<file path="src/rtl/conv_pkg.sv">
// conv_pkg -- shared types and constants for the convolution scheduler.
//
// Contents:
//   state_t     scheduler FSM state encoding
//   DW_DEF      default activation width
//   ACCW_DEF    default convolver result width
//   opf_calc()  outputs per filter for an NxN map, KxK kernel, stride S
//   clog2_min1() ceil(log2(v)) clamped to at least 1 bit for port widths

package conv_pkg;

   typedef enum logic [2:0] {
      IDLE,
      CRST,
      STREAM,
      DRAIN,
      NEXT
   } state_t;

   localparam int DW_DEF   = 16;
   localparam int ACCW_DEF = 32;

   function automatic int opf_calc(input int n, input int k, input int s);
      int side;
      side = (n - k) / s + 1;
      return side * side;
   endfunction

   // A zero-width bus is illegal, so single-value ranges still get one bit
   function automatic int clog2_min1(input int v);
      return (v <= 2) ? 1 : $clog2(v);
   endfunction

endpackage

</file>
<file path="src/rtl/conv_sched_outbuf.sv">
// conv_sched_outbuf -- one-entry valid/ready output register for the
// scheduler's result stream.
//
// Ports:
//   clk, global_rst          clock, synchronous active-high reset
//   capture                  load cap_* this cycle (only asserted when space=1)
//   cap_data/filt/idx        result, filter index and position to store
//   out_ready                downstream accept
//   out_valid/data/filt/idx  registered result stream
//   space                    register empty, or being drained this cycle
//
// Build option: CONV_SCHED_RELU_EN clamps negative results to zero at capture.

module conv_sched_outbuf #(
   parameter int ACCW = 32,
   parameter int FW   = 1,
   parameter int IW   = 2
) (
   input  logic            clk,
   input  logic            global_rst,
   input  logic            capture,
   input  logic [ACCW-1:0] cap_data,
   input  logic [FW-1:0]   cap_filt,
   input  logic [IW-1:0]   cap_idx,
   input  logic            out_ready,
   output logic            out_valid,
   output logic [ACCW-1:0] out_data,
   output logic [FW-1:0]   out_filt,
   output logic [IW-1:0]   out_idx,
   output logic            space
);

   logic            accept;
   logic [ACCW-1:0] load_data;

   assign accept = out_valid && out_ready;
   assign space  = !out_valid || accept;

`ifdef CONV_SCHED_RELU_EN
   assign load_data = cap_data[ACCW-1] ? '0 : cap_data;
`else
   assign load_data = cap_data;
`endif

   // Capture takes priority over accept so a same-cycle drain and refill
   // keeps out_valid high; payload only changes on capture, so it holds
   // steady while the consumer stalls.
   always_ff @(posedge clk) begin
      if (global_rst) begin
         out_valid <= 1'b0;
         out_data  <= '0;
         out_filt  <= '0;
         out_idx   <= '0;
      end else if (capture) begin
         out_valid <= 1'b1;
         out_data  <= load_data;
         out_filt  <= cap_filt;
         out_idx   <= cap_idx;
      end else if (accept) begin
         out_valid <= 1'b0;
      end
   end

endmodule

</file>
<file path="src/rtl/conv_sched.sv">
// conv_sched -- layer-pass scheduler feeding a streaming KxK convolver.
// For each of NUM_FILT weight banks it resets the convolver, streams the
// NxN activation map from memory, and forwards the OPF results through a
// valid/ready output register.
//
// Ports:
//   clk, global_rst             clock, synchronous active-high reset
//   start / busy / done         pass request, pass in progress, completion pulse
//   act_rd_en, act_addr         activation memory read (data one cycle later)
//   act_data                    activation read data
//   conv_ce, conv_rst           convolver clock enable and reset
//   conv_act, w_sel             activation to convolver, weight-bank select
//   conv_op, valid_conv         convolver result and its strobe
//   end_conv                    convolver end-of-map strobe
//   out_valid/ready/data/filt/idx  result stream
//   err                         sticky protocol-error flag
//
// Build option: CONV_SCHED_RELU_EN (handled in conv_sched_outbuf) clamps
// negative results to zero.

module conv_sched
   import conv_pkg::*;
#(
   parameter int N        = 6,
   parameter int K        = 5,
   parameter int S        = 1,
   parameter int NUM_FILT = 4,
   parameter int DW       = DW_DEF,
   parameter int ACCW     = ACCW_DEF
) (
   input  logic                                    clk,
   input  logic                                    global_rst,
   input  logic                                    start,
   output logic                                    busy,
   output logic                                    done,
   output logic                                    act_rd_en,
   output logic [clog2_min1(N*N)-1:0]              act_addr,
   input  logic [DW-1:0]                           act_data,
   output logic                                    conv_ce,
   output logic                                    conv_rst,
   output logic [DW-1:0]                           conv_act,
   output logic [clog2_min1(NUM_FILT)-1:0]         w_sel,
   input  logic [ACCW-1:0]                         conv_op,
   input  logic                                    valid_conv,
   input  logic                                    end_conv,
   output logic                                    out_valid,
   input  logic                                    out_ready,
   output logic [ACCW-1:0]                         out_data,
   output logic [clog2_min1(NUM_FILT)-1:0]         out_filt,
   output logic [clog2_min1(opf_calc(N,K,S))-1:0]  out_idx,
   output logic                                    err
);

   localparam int NN  = N * N;
   localparam int OPF = opf_calc(N, K, S);
   localparam int AW  = clog2_min1(NN);
   localparam int CW  = $clog2(NN + 1);
   localparam int FW  = clog2_min1(NUM_FILT);
   localparam int IW  = clog2_min1(OPF);
   localparam int RW  = $clog2(OPF + 1);

   state_t          state;
   state_t          state_nxt;
   logic [FW-1:0]   f;
   logic [CW-1:0]   rd_cnt;
   logic [CW-1:0]   cons_cnt;
   logic [RW-1:0]   res_cnt;
   logic            rd_pend;
   logic            act_valid;
   logic [DW-1:0]   act_q;
   logic            space;
   logic            capture;

   assign act_addr = rd_cnt[AW-1:0];
   assign conv_act = act_q;
   assign w_sel    = f;
   assign conv_ce  = act_valid && space;
   // A result arriving after the map is already complete is flagged, not stored
   assign capture  = conv_ce && valid_conv && (res_cnt < RW'(OPF));

   // State register
   always_ff @(posedge clk) begin
      if (global_rst) begin
         state <= IDLE;
      end else begin
         state <= state_nxt;
      end
   end

   // Next-state and control decode. A read is issued only when nothing is
   // in flight and the activation register is free (or emptying), so the
   // returning word always has somewhere to land even if the convolver stalls.
   always_comb begin
      state_nxt = state;
      busy      = (state != IDLE);
      done      = 1'b0;
      conv_rst  = global_rst;
      act_rd_en = 1'b0;
      case (state)
         IDLE: begin
            if (start) begin
               state_nxt = CRST;
            end
         end
         CRST: begin
            conv_rst  = 1'b1;
            state_nxt = STREAM;
         end
         STREAM: begin
            act_rd_en = (rd_cnt < CW'(NN)) && !rd_pend && (!act_valid || conv_ce);
            if (cons_cnt == CW'(NN)) begin
               state_nxt = DRAIN;
            end
         end
         DRAIN: begin
            if ((res_cnt == RW'(OPF)) && !out_valid) begin
               state_nxt = NEXT;
            end
         end
         NEXT: begin
            if (f < FW'(NUM_FILT - 1)) begin
               state_nxt = CRST;
            end else begin
               done      = 1'b1;
               busy      = 1'b0;
               state_nxt = IDLE;
            end
         end
         default: begin
            state_nxt = IDLE;
         end
      endcase
   end

   // Filter index, read/consume/result counters and the activation register.
   // Counters restart in CRST so each filter sees the map from address 0.
   always_ff @(posedge clk) begin
      if (global_rst) begin
         f         <= '0;
         rd_cnt    <= '0;
         cons_cnt  <= '0;
         res_cnt   <= '0;
         rd_pend   <= 1'b0;
         act_valid <= 1'b0;
         act_q     <= '0;
      end else begin
         if ((state == IDLE) && start) begin
            f <= '0;
         end else if ((state == NEXT) && (f < FW'(NUM_FILT - 1))) begin
            f <= f + 1'b1;
         end

         if (state == CRST) begin
            rd_cnt    <= '0;
            cons_cnt  <= '0;
            res_cnt   <= '0;
            rd_pend   <= 1'b0;
            act_valid <= 1'b0;
         end else begin
            rd_pend <= act_rd_en;
            if (act_rd_en) begin
               rd_cnt <= rd_cnt + 1'b1;
            end
            if (rd_pend) begin
               act_q     <= act_data;
               act_valid <= 1'b1;
            end else if (conv_ce) begin
               act_valid <= 1'b0;
            end
            if (conv_ce) begin
               cons_cnt <= cons_cnt + 1'b1;
            end
            if (capture) begin
               res_cnt <= res_cnt + 1'b1;
            end
         end
      end
   end

   // Sticky error: map ended early, or a result beyond the expected count
   always_ff @(posedge clk) begin
      if (global_rst) begin
         err <= 1'b0;
      end else if ((end_conv && (res_cnt < RW'(OPF - 1))) ||
                   (valid_conv && (res_cnt == RW'(OPF)))) begin
         err <= 1'b1;
      end
   end

   conv_sched_outbuf #(
      .ACCW (ACCW),
      .FW   (FW),
      .IW   (IW)
   ) u_outbuf (
      .clk        (clk),
      .global_rst (global_rst),
      .capture    (capture),
      .cap_data   (conv_op),
      .cap_filt   (f),
      .cap_idx    (res_cnt[IW-1:0]),
      .out_ready  (out_ready),
      .out_valid  (out_valid),
      .out_data   (out_data),
      .out_filt   (out_filt),
      .out_idx    (out_idx),
      .space      (space)
   );

endmodule

</file>
<file path="config.mk">
export PLATFORM = sky130hd
export DESIGN_NAME = conv_sched
export DESIGN_NICKNAME = d
export VERILOG_FILES = /design/src/rtl/conv_pkg.sv /design/src/rtl/conv_sched_outbuf.sv /design/src/rtl/conv_sched.sv
export SDC_FILE = /design/constraint.sdc
export NUM_CORES = 1
export LEC_CHECK = 0
export CORE_ASPECT_RATIO = 0.75
export CORE_UTILIZATION = 46
export CTS_CLUSTER_DIAMETER = 200
export DETAILED_ROUTE_END_ITERATION = 8
export GPL_TIMING_DRIVEN = 0
export PLACE_DENSITY = 0.84
export SLEW_MARGIN = 0
export SYNTH_ARGS = -nofsm -noshare
export SYNTH_HDL_FRONTEND = slang
export SYNTH_SLANG_ARGS = --single-unit
</file>
<file path="constraint.sdc">
create_clock -name clk -period 4.65 [get_ports clk]
set_clock_uncertainty 0.05 [all_clocks]
set_input_delay 0.465 -clock clk [delete_from_list [all_inputs] [get_ports clk]]
set_output_delay 0.465 -clock clk [all_outputs]
set_load 0.02 [all_outputs]
</file>
* Yosys cells after proc, flatten, opt, wreduce, memory -nomap -nowiden *
Cells that the tools add are included.

storage, ports and cells
  register bits = 76
  input bits = 54
  output and inout port bits = 67
  logic and storage cells = 71

operators by class
  $add $sub $neg = 4
  $lt $le $gt $ge = 4
  eq/ne operators = 9
  mux-type cells = 15
  bitwise operators = 1
  reductions and logical operators = 25

operators with widths
  kind                   count
  $pmux W3 S5            1
  $add A6 B1 Y6 const B  2
  $logic_and A1 B1 Y1    11
  $mux W1                11
  $mux W3                3
  $eq A3 B2 Y1 const B   2
  $eq A3 B3 Y1 const B   2
  $eq A6 B6 Y1 const B   1
  $lt A6 B6 Y1 const B   1
  $ne A2 B2 Y1 const B   3
  $reduce_bool A2 Y1     2
  $reduce_or A2 Y1       2
  $add A3 B1 Y3 const B  1
  $eq A3 B1 Y1 const B   1
  $logic_not A1 Y1       3
  $logic_not A3 Y1       1
  $logic_or A1 B1 Y1     3
  $lt A3 B2 Y1 const B   1
  $lt A3 B3 Y1 const B   1
  $reduce_and A3 Y1      1
  $reduce_bool A3 Y1     1
  $add A2 B1 Y2 const B  1
  $lt A2 B2 Y1 const B   1
  $reduce_and A2 Y1      1
  $not A1 Y1             1

* Longest topological paths before layout *
Gate-level depths: netlist of run 1.

  depth after elaboration = 6
  depth in mapped cells = 6
  gate-level depth less buffers = 5

* By module *
Synthesis of run 1 repeated with hierarchy kept, for this count alone.

second synthesis, totals
  cells, all modules = 300
  area, all modules = 3046.7 sq um

modules (own cells, without submodules)
  module             instances  cells each  area each (sq um)  seq. area each (sq um)
  conv_sched         1          180         1705.4             780.7
  conv_sched_outbuf  1          120         1341.3             740.7

* Worst setup path before layout of run 1 *
Ideal clock, no wire load.

  path type = reg-to-output
  start = register state[2]
  end = output act_rd_en
  arrival time = 1.103 ns
  data required time = 4.135 ns
  slack = 3.032 ns
  cell stages (with the launch flop) = 5
  path buffers = 1
  cell sequence = dfxtp_1 -> buf_2 -> nor4b_4 -> nand3_2 -> inv_1

on the way
  longest elaborated chain between the ends = 2

RTL lines
  what                      line              text
  start: declaration        conv_sched.sv:62  state_t state;
  start signal: assignment  conv_sched.sv:86  state <= state_nxt;
  $eq A3 B2 Y1              conv_sched.sv:99  case (state)
  $mux W1                   conv_sched.sv:99
  end: declaration          conv_sched.sv:36  output logic act_rd_en,

No other way between the ends.

* Worst setup path after layout of run 1 *
  start = input global_rst
  end = output conv_rst

on the way
  longest elaborated chain between the ends = 1

RTL lines
  what                line              text
  start: declaration  conv_sched.sv:32  input logic global_rst,
  $mux W1             conv_sched.sv:99
  end: declaration    conv_sched.sv:40  output logic conv_rst,

No other way between the ends.

==> flow_summary.json, run 1 <==
{
  "rsz0062_at_grt": "no",
  "max-vdd-ir-drop_v": 0.000194,
  "crit_path_max_incr_delay_ns": 0.65,
  "grt_start_max_net_pins": 14,
  "worst_setup_path_start_kind": "input pin",
  "critical_path_class": "in2out",
  "first_pass_iters": 4,
  "final.period_utilization_pct": 64.6,
  "drv.max_cap_violation_count": 0,
  "critPathCaptureType": "output pin",
  "path_delay_family": "buffers and inverters",
  "post-layout-total-power_mw": 1.34,
  "grt-ovfl-total": 0,
  "worstPathBufferInverterCount": 4,
  "final_core_utilization_pct": 74.4,
  "fin_area_um2": 4490,
  "postSynth.asyncResetShare_pct": 0,
  "synth_sequential_area_ratio_pct": 51.1,
  "critPathMaxFanout": 10,
  "cts_tree": "done",
  "final-hold-violation-count": 0,
  "floorplan.die.height_um": 71.7,
  "detail_route.drc_violations": 0,
  "max-clock-path-buffers": 2,
  "fin_cells": 551,
  "timing.critical_path.slowest_stage_cell": "clkdlybuf4s50_1",
  "timing.slew.headroom_pct": 67.9,
  "place.port_buffers": 120,
  "die_w_um": 94.9,
  "timing.setup.tns_ns": 0,
  "floorplan.core_area_um2": 6040,
  "setup_violations": 0,
  "routed-via-count": 2787,
  "first_global_vias": 2725,
  "worst_hold_path_type": "reg2reg",
  "cts_resized": 0,
  "detailed_place_hpwl_um": 5720,
  "gr-usage-all-layers_pct": 23.9,
  "finalWorstPathRequiredPeriod_ns": 3.01,
  "yosys-top-cells-area": "dfxtp_1 51%, nand2_1 9.8%, a21oi_1 7.1%",
  "yosys.area.top_type_share_pct": 51.1,
  "layout.area.seq_um2": 1520,
  "clock_pin_slew_on_the_worst_setup_and_hold_paths_ns": 0.08,
  "synth_top_area_cell": "dfxtp_1",
  "critical-path-top-cell-by-count": "clkdlybuf4s50_1",
  "routed_wl_um": 7670,
  "cp.depth": 5,
  "place_congestion": 0.800,
  "io-pin-count": 121,
  "hold_buffers": 0,
  "antenna_found_initial": 0,
  "violation_count_after_the_first_detailed_route_iteration": 104,
  "wire_length_per_cell_after_detailed_routing_um": 13.9,
  "multi_input_comb_area_um2": 1300,
  "outcome": "finished, final reports clean",
  "placedInstanceArea_um2": 4270,
  "synth_top_flop_cell": "dfxtp_1",
  "number_of_flops_mapped_to_enable_cells_by_yosys": 0,
  "netlist_instances": 337,
  "post_route_cells_drive_above_1_share_pct": 6.98,
  "first_pass_grt_wire_length_um": 12500,
  "worstSkewPairLatency_ns": 0.34,
  "max_slew.worst_pin.slew_ns": 0.482,
  "p_per_area_nw_per_um2": 299,
  "placementRows": 24,
  "initial_utilization_pct": 49.3,
  "mappedNetlistArea_um2": 2980,
  "cts_made_buffers": 9,
  "critical_path.cell_chain": "clkdlybuf4s50_1 > a21o_1 > clkbuf_1 > buf_2 > clkdlybuf4s50_1",
  "placedCellCount": 535,
  "nets": 528,
  "yosys_register_bits": 76,
  "area_added_between_synthesis_and_finish_pct": 51.0,
  "worst_ep_arrival_time_ns": 2.49,
  "post-cts-setup-buffers": 0,
  "fmax_mhz": 333,
  "post_synth.cell_area_avg_um2": 8.83,
  "die_area_um2": 6800,
  "synth.distinct_cells": 40,
  "via_per_inst": 5.06,
  "mappedNetlistNets": 397,
  "drv_slew": 0,
  "cts_max_level": 3,
  "clockRootBuffer": "clkbuf_8",
  "r2r_cells": 5,
  "leakagePower_nw": 1.74,
  "n_fill_cell": 473,
  "yosysWarnings": 0,
  "cts_sinks": 76,
  "antenna_left": 0,
  "diode_insertion_count_for_antenna_repair": 0,
  "holdPathStages": 2,
  "critPathRequiredTime_ns": 4.14
}
==> routing by layer <==
layer  GRT usage, %  vias up  wire length (um)
met3           10.2       13               793
met5              0        -                 0
met4           7.41        0               104
li1               -     1381                 -
met2           39.3      107              3600
met1           28.3     1286              3180
==> state kept, by name, indices dropped and copies added, names as in the netlist <==
name,cells
u_outbuf.out_valid,1
rd_pend,1
err,1
u_outbuf.out_idx,2
res_cnt,3
w_sel,2
cons_cnt,6
u_outbuf.out_data,32
act_addr,6
conv_act,16
state,3
act_valid,1
u_outbuf.out_filt,2
==> logic make-up after synthesis <==
logic type,Yosys count,synth area share [%]
simple gates,142,21.7
flops,76,51.1
compound gates,56,10.6
buf+inv,29,5.05
mux,18,6.06
xor+xnor,10,2.94
fa+ha+maj,6,2.52
==> layout make-up <==
| type | instances | area share (%) |
|---|---|---|
| sequential | 76 | 33.9 |
| multi-input combinational | 232 | 29.0 |
| timing repair buffer | 120 | 26.7 |
| clock buffer | 11 | 2.92 |
| buffer | 21 | 2.67 |
| tap | 78 | 2.17 |
| clock inverter | 5 | 1.92 |
| inverter | 8 | 0.669 |
==> power breakdown <==
group	internal [mW]	total [mW]	switching (mW)
clock	0.306	0.542	0.237
combinational	0.0757	0.133	0.0577
sequential	0.660	0.667	0.00686
==> through the flow <==
stage | hold WS (ns) | worst slack [ns]
floorplan | 0.419 | 3.03
global placement | 0.390 | 1.69
detailed placement | 0.398 | 1.69
CTS | 0.409 | 1.65
global route | 0.432 | 1.54
finish | 0.409 | 1.64
==> Yosys cell counts (4+ instances only) <==
| master | number |
|---|---|
| a21oi_1 | 42 |
| and3_1 | 4 |
| buf_2 | 6 |
| buf_4 | 5 |
| clkbuf_1 | 7 |
| dfxtp_1 | 76 |
| ha_1 | 6 |
| inv_1 | 8 |
| mux2i_1 | 18 |
| nand2_1 | 78 |
| nand4_1 | 6 |
| nor2_1 | 34 |
| xor2_1 | 8 |
==> worst paths after layout <==
kind                    startpoint               endpoint  slack [ns]
max reg2reg             res_cnt[0]               state[0]        2.96
min reg2reg  u_outbuf.out_data[14]  u_outbuf.out_data[14]        0.41
min          u_outbuf.out_data[14]  u_outbuf.out_data[14]        0.41
max                     global_rst               conv_rst        1.64
==> cells in the final DEF, fill, tap and decap left out, types with 2 or more instances in the layout <==
cell | netlist | final
dfxtp_1 | 76 | 76
and3_1 | 4 | 4
buf_2 | 6 | 6
a21oi_1 | 42 | 42
bufinv_16 | 0 | 2
xor2_1 | 8 | 8
mux2i_1 | 18 | 18
buf_4 | 5 | 5
clkinv_4 | 0 | 3
clkdlybuf4s50_1 | 0 | 120
and2_1 | 2 | 2
nand4_1 | 6 | 6
o21ai_0 | 3 | 3
clkbuf_1 | 7 | 9
a31oi_1 | 2 | 2
inv_1 | 8 | 8
buf_6 | 2 | 2
nor2_1 | 34 | 34
a21o_1 | 3 | 3
nand2_1 | 78 | 78
clkbuf_8 | 0 | 9
xnor2_1 | 2 | 2
nor2b_1 | 3 | 3
ha_1 | 6 | 6
nand3_1 | 3 | 3
==> worst reg2reg max path: stages (launching register included) <==
cell and delay (ns):
dfxtp_1 0.44, inv_1 0.07, ha_1 0.22, and4b_4 0.22, or4b_1 0.47, a21oi_1 0.14
No activity file was read; power rests on OpenSTA's default activity.
==> inputs of run 2 (changes only) <==
--- a/config.mk
+++ b/config.mk
@@ -6,11 +6,11 @@
 export NUM_CORES = 1
 export LEC_CHECK = 0
 export CORE_ASPECT_RATIO = 0.75
-export CORE_UTILIZATION = 46
+export CORE_UTILIZATION = 43
 export CTS_CLUSTER_DIAMETER = 200
 export DETAILED_ROUTE_END_ITERATION = 8
 export GPL_TIMING_DRIVEN = 0
-export PLACE_DENSITY = 0.84
+export PLACE_DENSITY = 0.79
 export SLEW_MARGIN = 0
 export SYNTH_ARGS = -nofsm -noshare
 export SYNTH_HDL_FRONTEND = slang
==> constraint.sdc (replaced) <==
create_clock -name clk -period 3.05 [get_ports clk]
set_clock_uncertainty 0.05 [all_clocks]
set_input_delay 0.305 -clock clk [delete_from_list [all_inputs] [get_ports clk]]
set_output_delay 0.305 -clock clk [all_outputs]
set_load 0.02 [all_outputs]
==> run 2 against run 1 <==
The flow now finishes with violations (design-rule violations). Critical endpoint unchanged. Clock-buffer cell count down 1. Sequential power increased by 53%. Non-clock buffer count is the same. Design area rose by 0.25%.
==> flow_summary.json, run 2 (synthesized netlist as in run 1, its figures left out) <==
{
  "outcome": "finished with violations",
  "failed_checks": "design-rule violations",
  "clock_pin_slew_on_the_worst_setup_and_hold_paths_ns": 0.08,
  "cts_resized": 0,
  "detail_route.drc_violations": 4,
  "critical_path_class": "in2out",
  "critPathCaptureType": "output pin",
  "post_route_cells_drive_above_1_share_pct": 7.40,
  "worst_ep_arrival_time_ns": 2.32,
  "nets": 528,
  "routed-via-count": 2717,
  "die_w_um": 98.1,
  "cts_sinks": 76,
  "leakagePower_nw": 1.73,
  "finalWorstPathRequiredPeriod_ns": 2.67,
  "place.port_buffers": 120,
  "largest_reg_flops": 32,
  "drv.max_cap_violation_count": 0,
  "critPathRequiredTime_ns": 2.69,
  "max_slew.worst_pin.slew_ns": 0.451,
  "worst_hold_path_type": "reg2reg",
  "floorplan.core_area_um2": 6470,
  "grt-ovfl-total": 0,
  "cts_tree": "done",
  "initial_utilization_pct": 46.0,
  "drv_slew": 0,
  "critPathMaxFanout": 10,
  "diode_insertion_count_for_antenna_repair": 0,
  "floorplan.die.height_um": 74.0,
  "rsz0062_at_grt": "no",
  "first_pass_grt_wire_length_um": 12400,
  "layout.cells.most_common": "clkdlybuf4s50_1",
  "worstSkewPairLatency_ns": 0.34,
  "timing.setup.tns_ns": 0,
  "final-hold-violation-count": 0,
  "antenna_found_initial": 0,
  "place_congestion": 0.721,
  "cts_max_level": 3,
  "layout_common_cells": "120 x clkdlybuf4s50_1, 78 x nand2_1, 76 x dfxtp_1, 42 x a21oi_1, 34 x nor2_1",
  "violation_count_after_the_first_detailed_route_iteration": 110,
  "post-cts-setup-buffers": 0,
  "max_flop_register": "u_outbuf.out_data",
  "fmax_mhz": 374,
  "wire_length_per_cell_after_detailed_routing_um": 13.7,
  "io-pin-count": 121,
  "detailed_place_hpwl_um": 5690,
  "fin_area_um2": 4500,
  "grt_start_max_net_pins": 14,
  "area_added_between_synthesis_and_finish_pct": 51.3,
  "cts_made_buffers": 9,
  "hold_ws_ns": 0.405,
  "placementRows": 25,
  "first_global_vias": 2690,
  "first_pass_iters": 6,
  "die_area_um2": 7260,
  "max-clock-path-buffers": 2,
  "worst_setup_path_start_kind": "input pin",
  "gr-usage-all-layers_pct": 21.9,
  "setup_violations": 0,
  "via_per_inst": 4.90,
  "antenna_left": 0,
  "final.period_utilization_pct": 87.6,
  "p_per_area_nw_per_um2": 459,
  "max-vdd-ir-drop_v": 0.000335,
  "final_core_utilization_pct": 69.5,
  "hold_buffers": 0,
  "placedInstanceArea_um2": 4280,
  "routed_wl_um": 7570,
  "clockRootBuffer": "clkbuf_8",
  "timing.slew.headroom_pct": 70.0
}
run 2: layout make-up:
class,instances,area [um2]
fillers,523,1970
flip-flops and latches,76,1520
multi-input cells,232,1300
repair buffers,120,1200
clock buffers,10,138
plain buffers,21,120
well taps,81,101
clock inverters,6,87.6
inverters,8,30.0
run 2: per-layer routing:
layer | vias up | track usage (%) | wire [um]
li1 | 1381 | - | -
met1 | 1246 | 25.0 | 3220
met2 | 88 | 36.2 | 3510
met3 | 2 | 11.1 | 810
met4 | 0 | 7.07 | 25
met5 | - | 0 | 0
run 2: where the power goes:
part | internal (mW) | switching (mW)
clock | 0.481 | 0.368
combinational | 0.115 | 0.0870
sequential | 1.01 | 0.0100
run 2: through the flow:
stage / setup WS (ns) / total power, mW / cells
after floorplan: 1.53 / 1.12 / 337
after global placement: 0.398 / 1.24 / 538
after detailed placement: 0.357 / 1.24 / 538
after CTS: 0.337 / 2.09 / 554
after global routing: 0.217 / 2.15 / 554
final: 0.377 / 2.07 / 554
run 2: path summary, 6_finish.rpt:
kind / end / depth (start not counted) / startpoint / slack [ns]
worst min-delay path: u_outbuf.out_data[14] / 2 / u_outbuf.out_data[14] / 0.41
worst max register to register: state[0] / 5 / res_cnt[0] / 1.38
worst max-delay path: conv_rst / 5 / global_rst / 0.38
worst min register to register: u_outbuf.out_data[14] / 2 / u_outbuf.out_data[14] / 0.41
run 2: critical path, stage by stage:
cell and delay [ns]:
clkdlybuf4s50_1 0.60, a21o_1 0.13, clkbuf_1 0.34, buf_2 0.31
clkdlybuf4s50_1 0.64
==> inputs of run 3 (changes only) <==
==> constraint.sdc (replaced) <==
create_clock -name clk -period 3.05 [get_ports clk]
set_clock_uncertainty 0.05 [all_clocks]
set_input_delay 0.305 -clock clk [delete_from_list [all_inputs] [get_ports clk]]
set_output_delay 0.305 -clock clk [all_outputs]
set_load 0.05 [all_outputs]
==> results of run 3 <==
The final DEF is identical to that of run 2. Status: finished with violations: design-rule violations.
Among the figures that moved: setup slack after placement 0.357 ns -> 0.158 ns; setup slack after layout 0.377 ns -> 0.178 ns; total power 2.07 mW -> 2.10 mW
